## config.mk

```make
export PLATFORM = sky130hd
export DESIGN_NAME = uart_echo_responder
export DESIGN_NICKNAME = d
export VERILOG_FILES = /design/src/rtl/uart_echo_responder.sv
export SDC_FILE = /design/constraint.sdc
export NUM_CORES = 1
export LEC_CHECK = 0
export CAP_MARGIN = 20
export CORE_ASPECT_RATIO = 1.4
export CORE_MARGIN = 3
export CORE_UTILIZATION = 40
export DETAILED_ROUTE_END_ITERATION = 8
export PLACE_DENSITY = 0.71
export SLEW_MARGIN = 25
export SYNTH_ARGS = -nofsm -noshare
export SYNTH_HDL_FRONTEND = slang
export SYNTH_SLANG_ARGS = --single-unit
```

## constraint.sdc

```tcl
create_clock -name clk -period 3 [get_ports clk]
set_input_delay 0.6 -clock clk [delete_from_list [all_inputs] [get_ports clk]]
set_output_delay 0.6 -clock clk [all_outputs]
set_load 0.03 [all_outputs]
```

## src/rtl/uart_echo_responder.sv

```systemverilog
// ---------------------------------------------------------------------------
// uart_echo_responder
//
// Echo peer for a UART core. Every byte delivered by the receiver is queued
// in a small FIFO and later retransmitted, optionally transformed, through
// the transmitter's request/busy/done handshake.
//
// Ports
//   clk            system clock
//   rst            synchronous, active-high reset
//   en             block enable (gates new pushes and new pops)
//   mode[1:0]      transform: 00 echo, 01 invert, 10 ASCII upper, 11 +1
//   clr_ovf        pulse, clears the sticky overflow flag
//   rx_done        pulse, data_received holds a new byte
//   data_received  received byte
//   tx_busy        transmitter busy
//   tx_done        pulse, transmitter finished a frame
//   start_tx       one-cycle transmit request
//   data_in        registered byte presented to the transmitter
//   count          FIFO occupancy, 0..DEPTH
//   overflow       sticky, a byte was dropped on a full FIFO
//   echo_busy      FSM is not idle
//   bytes_echoed   completed transmissions, wraps at 16 bits
// ---------------------------------------------------------------------------
module uart_echo_responder #(
   parameter int DEPTH  = 8,
   parameter int ADDR_W = 3
) (
   input  logic              clk,
   input  logic              rst,
   input  logic              en,
   input  logic [1:0]        mode,
   input  logic              clr_ovf,
   input  logic              rx_done,
   input  logic [7:0]        data_received,
   input  logic              tx_busy,
   input  logic              tx_done,
   output logic              start_tx,
   output logic [7:0]        data_in,
   output logic [ADDR_W:0]   count,
   output logic              overflow,
   output logic              echo_busy,
   output logic [15:0]       bytes_echoed
);

   typedef enum logic [1:0] {
      S_IDLE,
      S_START,
      S_WAIT_DONE,
      S_GAP
   } state_t;

   localparam logic [ADDR_W:0] FULL_CNT = (ADDR_W + 1)'(DEPTH);

   state_t            state;
   state_t            state_nxt;
   logic [7:0]        mem [DEPTH];
   logic [ADDR_W-1:0] wr_ptr;
   logic [ADDR_W-1:0] rd_ptr;
   logic              push_req;
   logic              push;
   logic              pop;
   logic              drop;
   logic              frame_done;

   function automatic logic [7:0] transform(input logic [7:0] b, input logic [1:0] m);
      logic [7:0] r;
      case (m)
         2'b00:   r = b;
         2'b01:   r = ~b;
         2'b10:   r = (b >= 8'h61 && b <= 8'h7A) ? b - 8'h20 : b;
         default: r = b + 8'd1;
      endcase
      return r;
   endfunction

   // A full FIFO still accepts a byte when the head leaves on the same edge.
   assign push_req = rx_done && en;
   assign push     = push_req && ((count != FULL_CNT) || pop);
   assign drop     = push_req && (count == FULL_CNT) && !pop;

   // ------------------------------------------------------------------
   // FSM state register
   // ------------------------------------------------------------------
   // NOTE: sequential state is updated with non-blocking assignments so every
   // flop samples the pre-edge values of its neighbours.
   always_ff @(posedge clk) begin
      if (rst) state <= S_IDLE;
      else     state <= state_nxt;
   end

   // ------------------------------------------------------------------
   // FSM next state and outputs
   // ------------------------------------------------------------------
   // NOTE: every signal written here gets a default first, so no path can
   // leave one unassigned and infer a latch.
   always_comb begin
      state_nxt  = state;
      pop        = 1'b0;
      frame_done = 1'b0;
      start_tx   = 1'b0;
      echo_busy  = 1'b1;
      case (state)
         S_IDLE: begin
            echo_busy = 1'b0;
            if (en && (count != '0) && !tx_busy) begin
               pop       = 1'b1;
               state_nxt = S_START;
            end
         end
         S_START: begin
            start_tx  = 1'b1;
            state_nxt = S_WAIT_DONE;
         end
         S_WAIT_DONE: begin
            if (tx_done) begin
               frame_done = 1'b1;
               state_nxt  = S_GAP;
            end
         end
         // Forces at least one idle cycle between consecutive frames.
         S_GAP:   state_nxt = S_IDLE;
         default: state_nxt = S_IDLE;
      endcase
   end

   // ------------------------------------------------------------------
   // FIFO storage
   // ------------------------------------------------------------------
   // NOTE: the byte array has no reset; emptiness is tracked by the pointers
   // and count, so stale contents are never observed.
   always_ff @(posedge clk) begin
      if (push) mem[wr_ptr] <= data_received;
   end

   // ------------------------------------------------------------------
   // Pointers, occupancy, flags, output byte and frame counter
   // ------------------------------------------------------------------
   always_ff @(posedge clk) begin
      if (rst) begin
         wr_ptr       <= '0;
         rd_ptr       <= '0;
         count        <= '0;
         overflow     <= 1'b0;
         data_in      <= 8'h00;
         bytes_echoed <= 16'h0000;
      end else begin
         if (push) wr_ptr <= wr_ptr + ADDR_W'(1);
         if (pop) begin
            rd_ptr  <= rd_ptr + ADDR_W'(1);
            data_in <= transform(mem[rd_ptr], mode);
         end

         case ({push, pop})
            2'b10:   count <= count + (ADDR_W + 1)'(1);
            2'b01:   count <= count - (ADDR_W + 1)'(1);
            default: count <= count;
         endcase

         // A drop on the same edge as clr_ovf keeps the flag set.
         if (drop)         overflow <= 1'b1;
         else if (clr_ovf) overflow <= 1'b0;

         if (frame_done) bytes_echoed <= bytes_echoed + 16'd1;
      end
   end

endmodule

```

# Yosys cells after proc, flatten, opt, wreduce, memory -nomap -nowiden
# Memory sizes are Yosys's and may differ from the RTL's. A register that Yosys moved wholly into a read port is not among the register bits.
# Index checks and enable logic that the tools add are counted.
# W data, S select, Z words.
[op_classes] add_sub_neg=7 n_lt_le_gt_ge=2 eq_ne=11 n_mux=18 bitwise_logic=1 reduce_logical=16
[op_table] op="$pmux W8 S3" count=1
[op_table] op="$add A16 B1 Y16 const B" count=1
[op_table] op="$mux W1" count=10
[op_table] op="$add A8 B1 Y8 const B" count=1
[op_table] op="$eq A2 B2 Y1 const B" count=4
[op_table] op="$ge A8 B7 Y1 const B" count=1
[op_table] op="$le A8 B7 Y1 const B" count=1
[op_table] op="$mux W8" count=1
[op_table] op="$not A8 Y8" count=1
[op_table] op="$pmux W2 S4" count=1
[op_table] op="$pmux W4 S2" count=1
[op_table] op="$sub A8 B6 Y8 const B" count=1
[op_table] op="$logic_and A1 B1 Y1" count=7
[op_table] op="$add A3 B1 Y3 const B" count=2
[op_table] op="$eq A2 B1 Y1 const B" count=3
[op_table] op="$mux W3" count=2
[op_table] op="$add A4 B1 Y4 const B" count=1
[op_table] op="$eq A4 B4 Y1 const B" count=1
[op_table] op="$logic_not A2 Y1" count=2
[op_table] op="$mux W2" count=2
[op_table] op="$ne A2 B2 Y1 const B" count=2
[op_table] op="$ne A4 B4 Y1 const B" count=1
[op_table] op="$reduce_bool A2 Y1" count=2
[op_table] op="$reduce_bool A4 Y1" count=1
[op_table] op="4 further kinds" count=5
[totals] regBits=37 mem_bits_rw=64 out_inout_bits=31 memories=1
[mem_list] name="mem" words=8 word_bits=8 read_ports=1 rd_ports_with_merged_regs=1 write_ports=1 line="57" rtl="logic [7:0] mem [DEPTH];"

# Logic depth before layout (Yosys ltp)
# Gate-level depths: netlist of run 1.
[depth] depth_word=9 mapped_depth=13 depth_no_buf=12

# Least setup slack after synthesis of run 1
# OpenSTA, ideal clock, no wires.
[synth_path] path_type="register to register" startpoint="register with a tool-made name" endpoint="register data_in[6]" setup_time_ps=74 arrival_ps=2601 required_ps=2926 path_slack_ps=325 stages_incl_launch_ff=10 path_buffers=1 synth_period_minus_slack_ps=2675 cell_sequence="dfxtp_1 buf_4 mux4_2 mux2i_1 inv_1 ha_1 nand2b_1 nor4_1 o311ai_0 a31oi_1"
[synth_lines] element="to (signal assigned)" line="151" rtl="data_in <= transform(mem[rd_ptr], mode);"
[synth_lines] element="to (decl)" line="39" rtl="output logic [7:0] data_in,"

==> results of run 1 <==
## flip-flops by register name (all words and copies together) (netlist names), named ones only
signal,count
count,4
state,2
data_in,8
wr_ptr,3
mem,64
rd_ptr,3
overflow,1
bytes_echoed,16
## cells in the final DEF (no fill, tap or decap), types with 3 or more instances in the layout
cell type / n
inv_1: 19
buf_4: 18
dfxtp_1: 40
xnor2_1: 12
nor4_1: 4
mux2_2: 4
o22ai_1: 3
o21ai_0: 7
nand2_1: 27
mux4_2: 7
a31oi_1: 6
nor2_1: 37
a21oi_1: 12
mux2i_1: 14
and3_1: 4
ha_1: 15
clkdlybuf4s50_1: 47
clkbuf_16: 9
and4_1: 4
nand2b_1: 6
xor2_1: 10
nand3_1: 13
nor3_1: 11
edfxtp_1: 64
mux4_1: 5
## cell usage after synthesis (all sizes together), types with 7 or more instances
library cell / number / area share (%)
a21oi: 12 / 1.3
buf: 8 / 1.0
dfxtp: 40 / 17
edfxtp: 64 / 42
ha: 15 / 4.1
inv: 19 / 1.5
mux2i: 15 / 3.3
mux4: 12 / 6.3
nand2: 27 / 2.2
nand3: 13 / 1.4
nor2: 37 / 3.0
nor3: 11 / 1.2
o21ai: 7 / 0.76
xnor2: 12 / 2.3
xor2: 10 / 1.9
## layer usage
metal  wire [um]  GRT usage [%]  share of wire, %  up-vias
met5           0              0                 0        -
met4         129           5.39               1.4        0
met3         368           2.83               4.0       10
met2        4790           27.4                52       65
met1        3970           17.1                43     1469
li1            -              -                 -     1482
## power by group
group          internal [mW]  switching [mW]
Clock                  0.576           0.531
Combinational          0.280           0.357
Sequential              1.57          0.0534
## layout make-up
class / instances / area (um^2)
clock buffers: 10 / 229
flip-flops and latches: 104 / 2720
well taps: 141 / 176
fillers: 950 / 5470
clock inverters: 6 / 52.6
inverters: 19 / 71.3
multi-input cells: 232 / 1760
repair buffers: 65 / 606
## how the worst max path moves through the flow
stage,cells past startpoint,slack (ps),endpoint
2_1_floorplan,9,320,data_in[6]
3_3_place_gp,12,260,count[3]
3_5_place_dp,12,170,count[3]
4_1_cts,7,320,data_in[7]
5_1_grt,7,80,data_in[7]
6_report,7,360,data_in[6]
## worst max-delay path, delay by kind of cell, from the launching register on
family                 cells  cell delay (ps)
AND/OR/NAND/NOR            3              840
buffers and inverters      1              260
multiplexers               2              860
flip-flops                 1              490
AO/OA/AOI/OAI              1              130
## metrics by stage
| stage | hold slack [ps] | utilization (%) | total power [mW] | worst slack [ps] |
|---|---|---|---|---|
| finish | 460 | 50.7 | 3.37 | 356 |
| floorplan | 454 | - | 2.08 | 325 |
| CTS | 462 | 50.7 | 3.40 | 323 |
| detailed placement | 454 | 48.1 | 2.30 | 172 |
| global route | 489 | 50.7 | 3.53 | 83.4 |
| global placement | 454 | 48.1 | 2.28 | 256 |
## cell families (layout without fill, tap and decap cells)
logic type / Yosys count / count (layout)
flops: 104 / 104
xor+xnor: 22 / 22
fa+ha+maj: 16 / 16
buf+inv: 32 / 100
compound gates: 42 / 42
mux: 32 / 32
simple gates: 120 / 120
==> results.json, run 1 <==
{
  "maximum_fanout_count_along_the_critical_path": 10,
  "synth_nets": 401,
  "cap_violations": 0,
  "dpl.cell_count": 561,
  "synth.area.mux_share_pct": 10.9,
  "ff_latch_count_synth": 104,
  "synthesis.area_mm2": 0.00462,
  "drcViolationCount": 0,
  "status": "complete, no violations",
  "avgViaCountPerCell": 5.24,
  "detail_route.wirelength_um": 9260,
  "synthToLayoutAreaGrowth_pct": 21.6,
  "clock_path_buffers": 2,
  "ff2ff_setup_slack_ps": 360,
  "floorplan_row_count": 45,
  "timing_hold_violations_final": 0,
  "reg2reg_depth": 7,
  "grt_remaining_overflow": 0,
  "critPathLaunchType": "flop",
  "drt_first_iter_violations": 110,
  "place_congestion": 0.822,
  "die_x_um": 96.9,
  "finalSetupViolations": 0,
  "dpl-instance-area_mm2": 0.00534,
  "routed-via-count": 3026,
  "grt.total_usage_pct": 14.9,
  "cts.sink_count": 104,
  "cellLeakagePower_nw": 1.97,
  "detailedPlacementHpwl_um": 6500,
  "synth_edf_count": 64,
  "synth-warning-count": 0,
  "crit_path_top_delay_cell": "mux4_2",
  "cts_buffers": 9,
  "required_ps": 3280,
  "antenna_violations_before_repair": 0,
  "clock_tree.htree_level_count": 3,
  "synth-adder-area-share_pct": 4.49,
  "total_iterations_of_the_first_detailed_routing_run": 6,
  "cp.arrival_ps": 2920,
  "postSynthCellCount": 368,
  "initial_core_util_pct": 41.7,
  "cp-end-kind": "flop",
  "post_synth_and_or_nand_nor_area_fraction_pct": 12.7,
  "first_global_vias": 3055,
  "hold_path_depth": 2,
  "synth-compound-area-share_pct": 5.95,
  "critPathKind": "reg2reg",
  "grt_pass1_wl_um": 15300,
  "finish.net_count": 464,
  "timing.final.max_slew_violations": 0,
  "slowest_delay_ps": 530,
  "clock_skew_ps": 8.06,
  "synthArstFlopShare_pct": 0,
  "io-pin-count": 48,
  "num_antenna_cells": 0,
  "cts_resized": 0,
  "die_h_um": 133,
  "cts.root.buffer_cell": "clkbuf_16",
  "finalCriticalPeriod_ps": 2640,
  "timing.hold.worst.start": "data_in[2]",
  "area_enclosed_by_the_die_boundary_mm2": 0.0129,
  "grt_start_max_net_pins": 38,
  "synth_ff_type": "edfxtp_1",
  "port_buf_inserts": 47,
  "clk_pin_slew_worst_paths_ps": 70,
  "worst_slew_pin_slew_ps": 604,
  "seq_area_frac_synth_pct": 58.9,
  "fin_crit_sh_pct": 88.1,
  "antenna_left": 0,
  "cts.hold.buffers_added": 0,
  "max-vdd-ir-drop_v": 0.000244,
  "setup_total_neg_slack_ps": 0,
  "regToRegEndpoint": "data_in[6]",
  "main_combinational_cell_family_by_area_after_synthesis": "simple AND/OR/NAND/NOR gates",
  "min-delay-path-class": "reg2reg",
  "grt_setup_unrepaired": "false",
  "parity_gate_share_of_the_synthesized_area_counting_xor_and_xnor_cells_pct": 4.17,
  "fin_cells": 577,
  "core_area_mm2": 0.0111,
  "power_density_mw_per_mm2": 599,
  "tritoncts": "yes",
  "post-route-cell-area_mm2": 0.00562,
  "critical_path_cell_sequence": "buf_4 > mux4_2 > mux2_2 > and3_4 > and4_4 > or4_1 > a31oi_1",
  "postCtsSetupBuffers": 0,
  "fmaxAchievable_ghz": 0.378,
  "wl_per_cell_um": 16.0,
  "final_layout_size_suffix_gt1_share_pct": 11.2,
  "mean_syn_cell_area_um2": 12.6,
  "clkLatencyLatePin_ps": 340,
  "synth_cell_types": 49,
  "max-slew-margin-rel_pct": 59.4,
  "worstHoldEndpoint": "data_in[2]"
}
Power figures use the tool's default switching activity.
==> run 2, diff against run 1 <==
Settings changed: ABC_AREA from default to 1, PLACE_DENSITY 0.71 to 0.7, SLEW_MARGIN 25 to 40.
==> results.json, run 2 <==
{
  "clock_path_buffers": 2,
  "synth-warning-count": 0,
  "die_x_um": 101,
  "synth-adder-area-share_pct": 4.10,
  "clock_tree.htree_level_count": 3,
  "grt.total_usage_pct": 17.3,
  "port_buf_inserts": 47,
  "core_area_mm2": 0.0124,
  "layout_common_cells": "nand2_1 (135), inv_1 (105), edfxtp_1 (64)",
  "critPathLaunchType": "flop",
  "die_h_um": 139,
  "drt_first_iter_violations": 183,
  "io-pin-count": 48,
  "synthArstFlopShare_pct": 0,
  "antenna_left": 0,
  "synthesis.area_mm2": 0.00507,
  "final.fill_count": 1172,
  "timing.final.max_slew_violations": 0,
  "cts.sink_count": 104,
  "synth.top_cells.by_count": "nand2_1 (135), inv_1 (105), edfxtp_1 (64)",
  "clkLatencyLatePin_ps": 340,
  "grt_pass1_wl_um": 19300,
  "cts.root.buffer_cell": "clkbuf_16",
  "final_core_util_pct": 48.5,
  "dpl-instance-area_mm2": 0.00572,
  "main_combinational_cell_family_by_area_after_synthesis": "simple AND/OR/NAND/NOR gates",
  "maximum_fanout_count_along_the_critical_path": 31,
  "ff_latch_count_synth": 104,
  "max-vdd-ir-drop_v": 0.000382,
  "place_congestion": 0.852,
  "routed-via-count": 3957,
  "synth_top_cell_area_share_pct": 37.9,
  "cellLeakagePower_nw": 2.60,
  "synth_area_leader_cell": "edfxtp_1",
  "total_iterations_of_the_first_detailed_routing_run": 4,
  "mean_syn_cell_area_um2": 8.66,
  "top_regs": "mem (64), bytes_echoed (16), data_in (8)",
  "tritoncts": "yes",
  "clock_skew_ps": 8.41,
  "final_layout_size_suffix_gt1_share_pct": 9.43,
  "finalSetupViolations": 0,
  "grt_setup_unrepaired": "false",
  "area_enclosed_by_the_die_boundary_mm2": 0.0141,
  "synthMostInstantiatedCell": "nand2_1",
  "post_synth_and_or_nand_nor_area_fraction_pct": 23.6,
  "synth-compound-area-share_pct": 6.72,
  "synth_edf_count": 64,
  "max_reg_flops": 64,
  "detail_route.wirelength_um": 11400,
  "fin_cells": 797,
  "required_ps": 3280,
  "grt_start_max_net_pins": 32,
  "cp-end-kind": "flop",
  "detailedPlacementHpwl_um": 8260,
  "synth_ff_type": "edfxtp_1",
  "avgViaCountPerCell": 4.96,
  "cap_violations": 0,
  "worst_slew_pin_slew_ps": 620,
  "postCtsSetupBuffers": 0,
  "clk_pin_slew_worst_paths_ps": 70,
  "fmaxAchievable_ghz": 0.401,
  "parity_gate_share_of_the_synthesized_area_counting_xor_and_xnor_cells_pct": 0.864,
  "synth_nets": 618,
  "timing_hold_violations_final": 0,
  "cp.arrival_ps": 2770,
  "antenna_violations_before_repair": 0,
  "cts_buffers": 9,
  "postSynthCellCount": 585,
  "synthToLayoutAreaGrowth_pct": 18.5,
  "synth_cell_types": 36,
  "initial_core_util_pct": 40.9,
  "fin_crit_sh_pct": 83.1,
  "floorplan_row_count": 48,
  "finalCriticalPeriod_ps": 2490,
  "cts.hold.buffers_added": 0,
  "min-delay-path-class": "reg2reg",
  "seq_area_frac_synth_pct": 53.7,
  "status": "complete, no violations",
  "final_common_cell": "nand2_1",
  "max-slew-margin-rel_pct": 58.6,
  "dpl.cell_count": 781,
  "setup_total_neg_slack_ps": 0,
  "num_antenna_cells": 0,
  "critPathKind": "reg2reg",
  "finish.net_count": 675,
  "synth.area.mux_share_pct": 0,
  "power_density_mw_per_mm2": 581,
  "grt_remaining_overflow": 0,
  "wl_per_cell_um": 14.3,
  "largest_register": "mem",
  "drcViolationCount": 0,
  "cts_resized": 0,
  "yosys-top-cells-area": "edfxtp_1 (38%), dfxtp_1 (16%), nand2_1 (10%), inv_1 (7.8%), nand3_1 (5.7%)",
  "first_global_vias": 4055,
  "post-route-cell-area_mm2": 0.00600
}
==> run 2: cell count changes after synthesis, sizes merged, moves of 6 or more <==
cell and delta:
inv +91, nand2b -6, a21oi +13, mux4 -12, xor2 -6, nor2 +14
o21ai +19, nand3 +49, nand2 +119, nor3 -7, xnor2 -11, mux2i -15
==> run 2: layout make-up <==
class                      count  area, um^2  area share, %
inverter                     111         422           7.03
timing repair buffer          63         603           10.0
multi-input combinational    353        1790           29.8
clock buffer                   9         225           3.75
clock inverter                 7        53.8          0.896
sequential                   104        2720           45.4
tap                          150         188           3.13
==> run 2: logic make-up after synthesis <==
family,after synthesis
AOI/OAI and AO/OA,61
adders and majority gates,16
DFF,104
buffers and inverters,128
and+or+nand+nor,271
xor gates and xnor gates,5
==> run 2: worst max-delay path, cell delays in order, from the launching register on <==
cell     delay [ps]
dfxtp_1         720
inv_6           210
nand2_1         110
nand2_1          60
nand2_1          60
nand3_1          90
nand2_2         150
inv_1           100
ha_1            180
nor2_1          100
nand2_1          60
nor2_1          140
nor2_2           60
nand3_1          80
nand2_1          50
nand2_1          60
nand2_1          60
a21oi_2         100
==> run 2: power by group <==
group          total (mW)  leakage, nW  internal (mW)  switching (mW)
Combinational       0.753         1.56          0.271           0.482
Sequential           1.64        0.903           1.58          0.0569
Clock                1.10        0.130          0.570           0.525
==> run 2: final timing paths <==
check,from,end,slack [ps],cells after the start
setup / recovery,flop,data_in[5],510,17
hold / removal,rd_ptr[2],flop,470,2
setup reg to reg,flop,data_in[5],510,17
hold reg to reg,rd_ptr[2],flop,470,2
==> run 2: metal layers <==
metal	share of wire, %	track usage (%)	vias up
met5	0	0	-
met4	1.3	6.44	0
met3	4.6	3.67	11
met2	54	31.2	90
met1	40	19.6	1873
li1	-	-	1983
==> run 2: stage by stage <==
stage	hold slack, ps	setup slack, ps	total power [mW]
CTS	462	489	3.52
global route	493	229	3.67
finish	466	508	3.49
floorplan	433	765	2.19
detailed placement	450	355	2.42
global placement	449	489	2.39
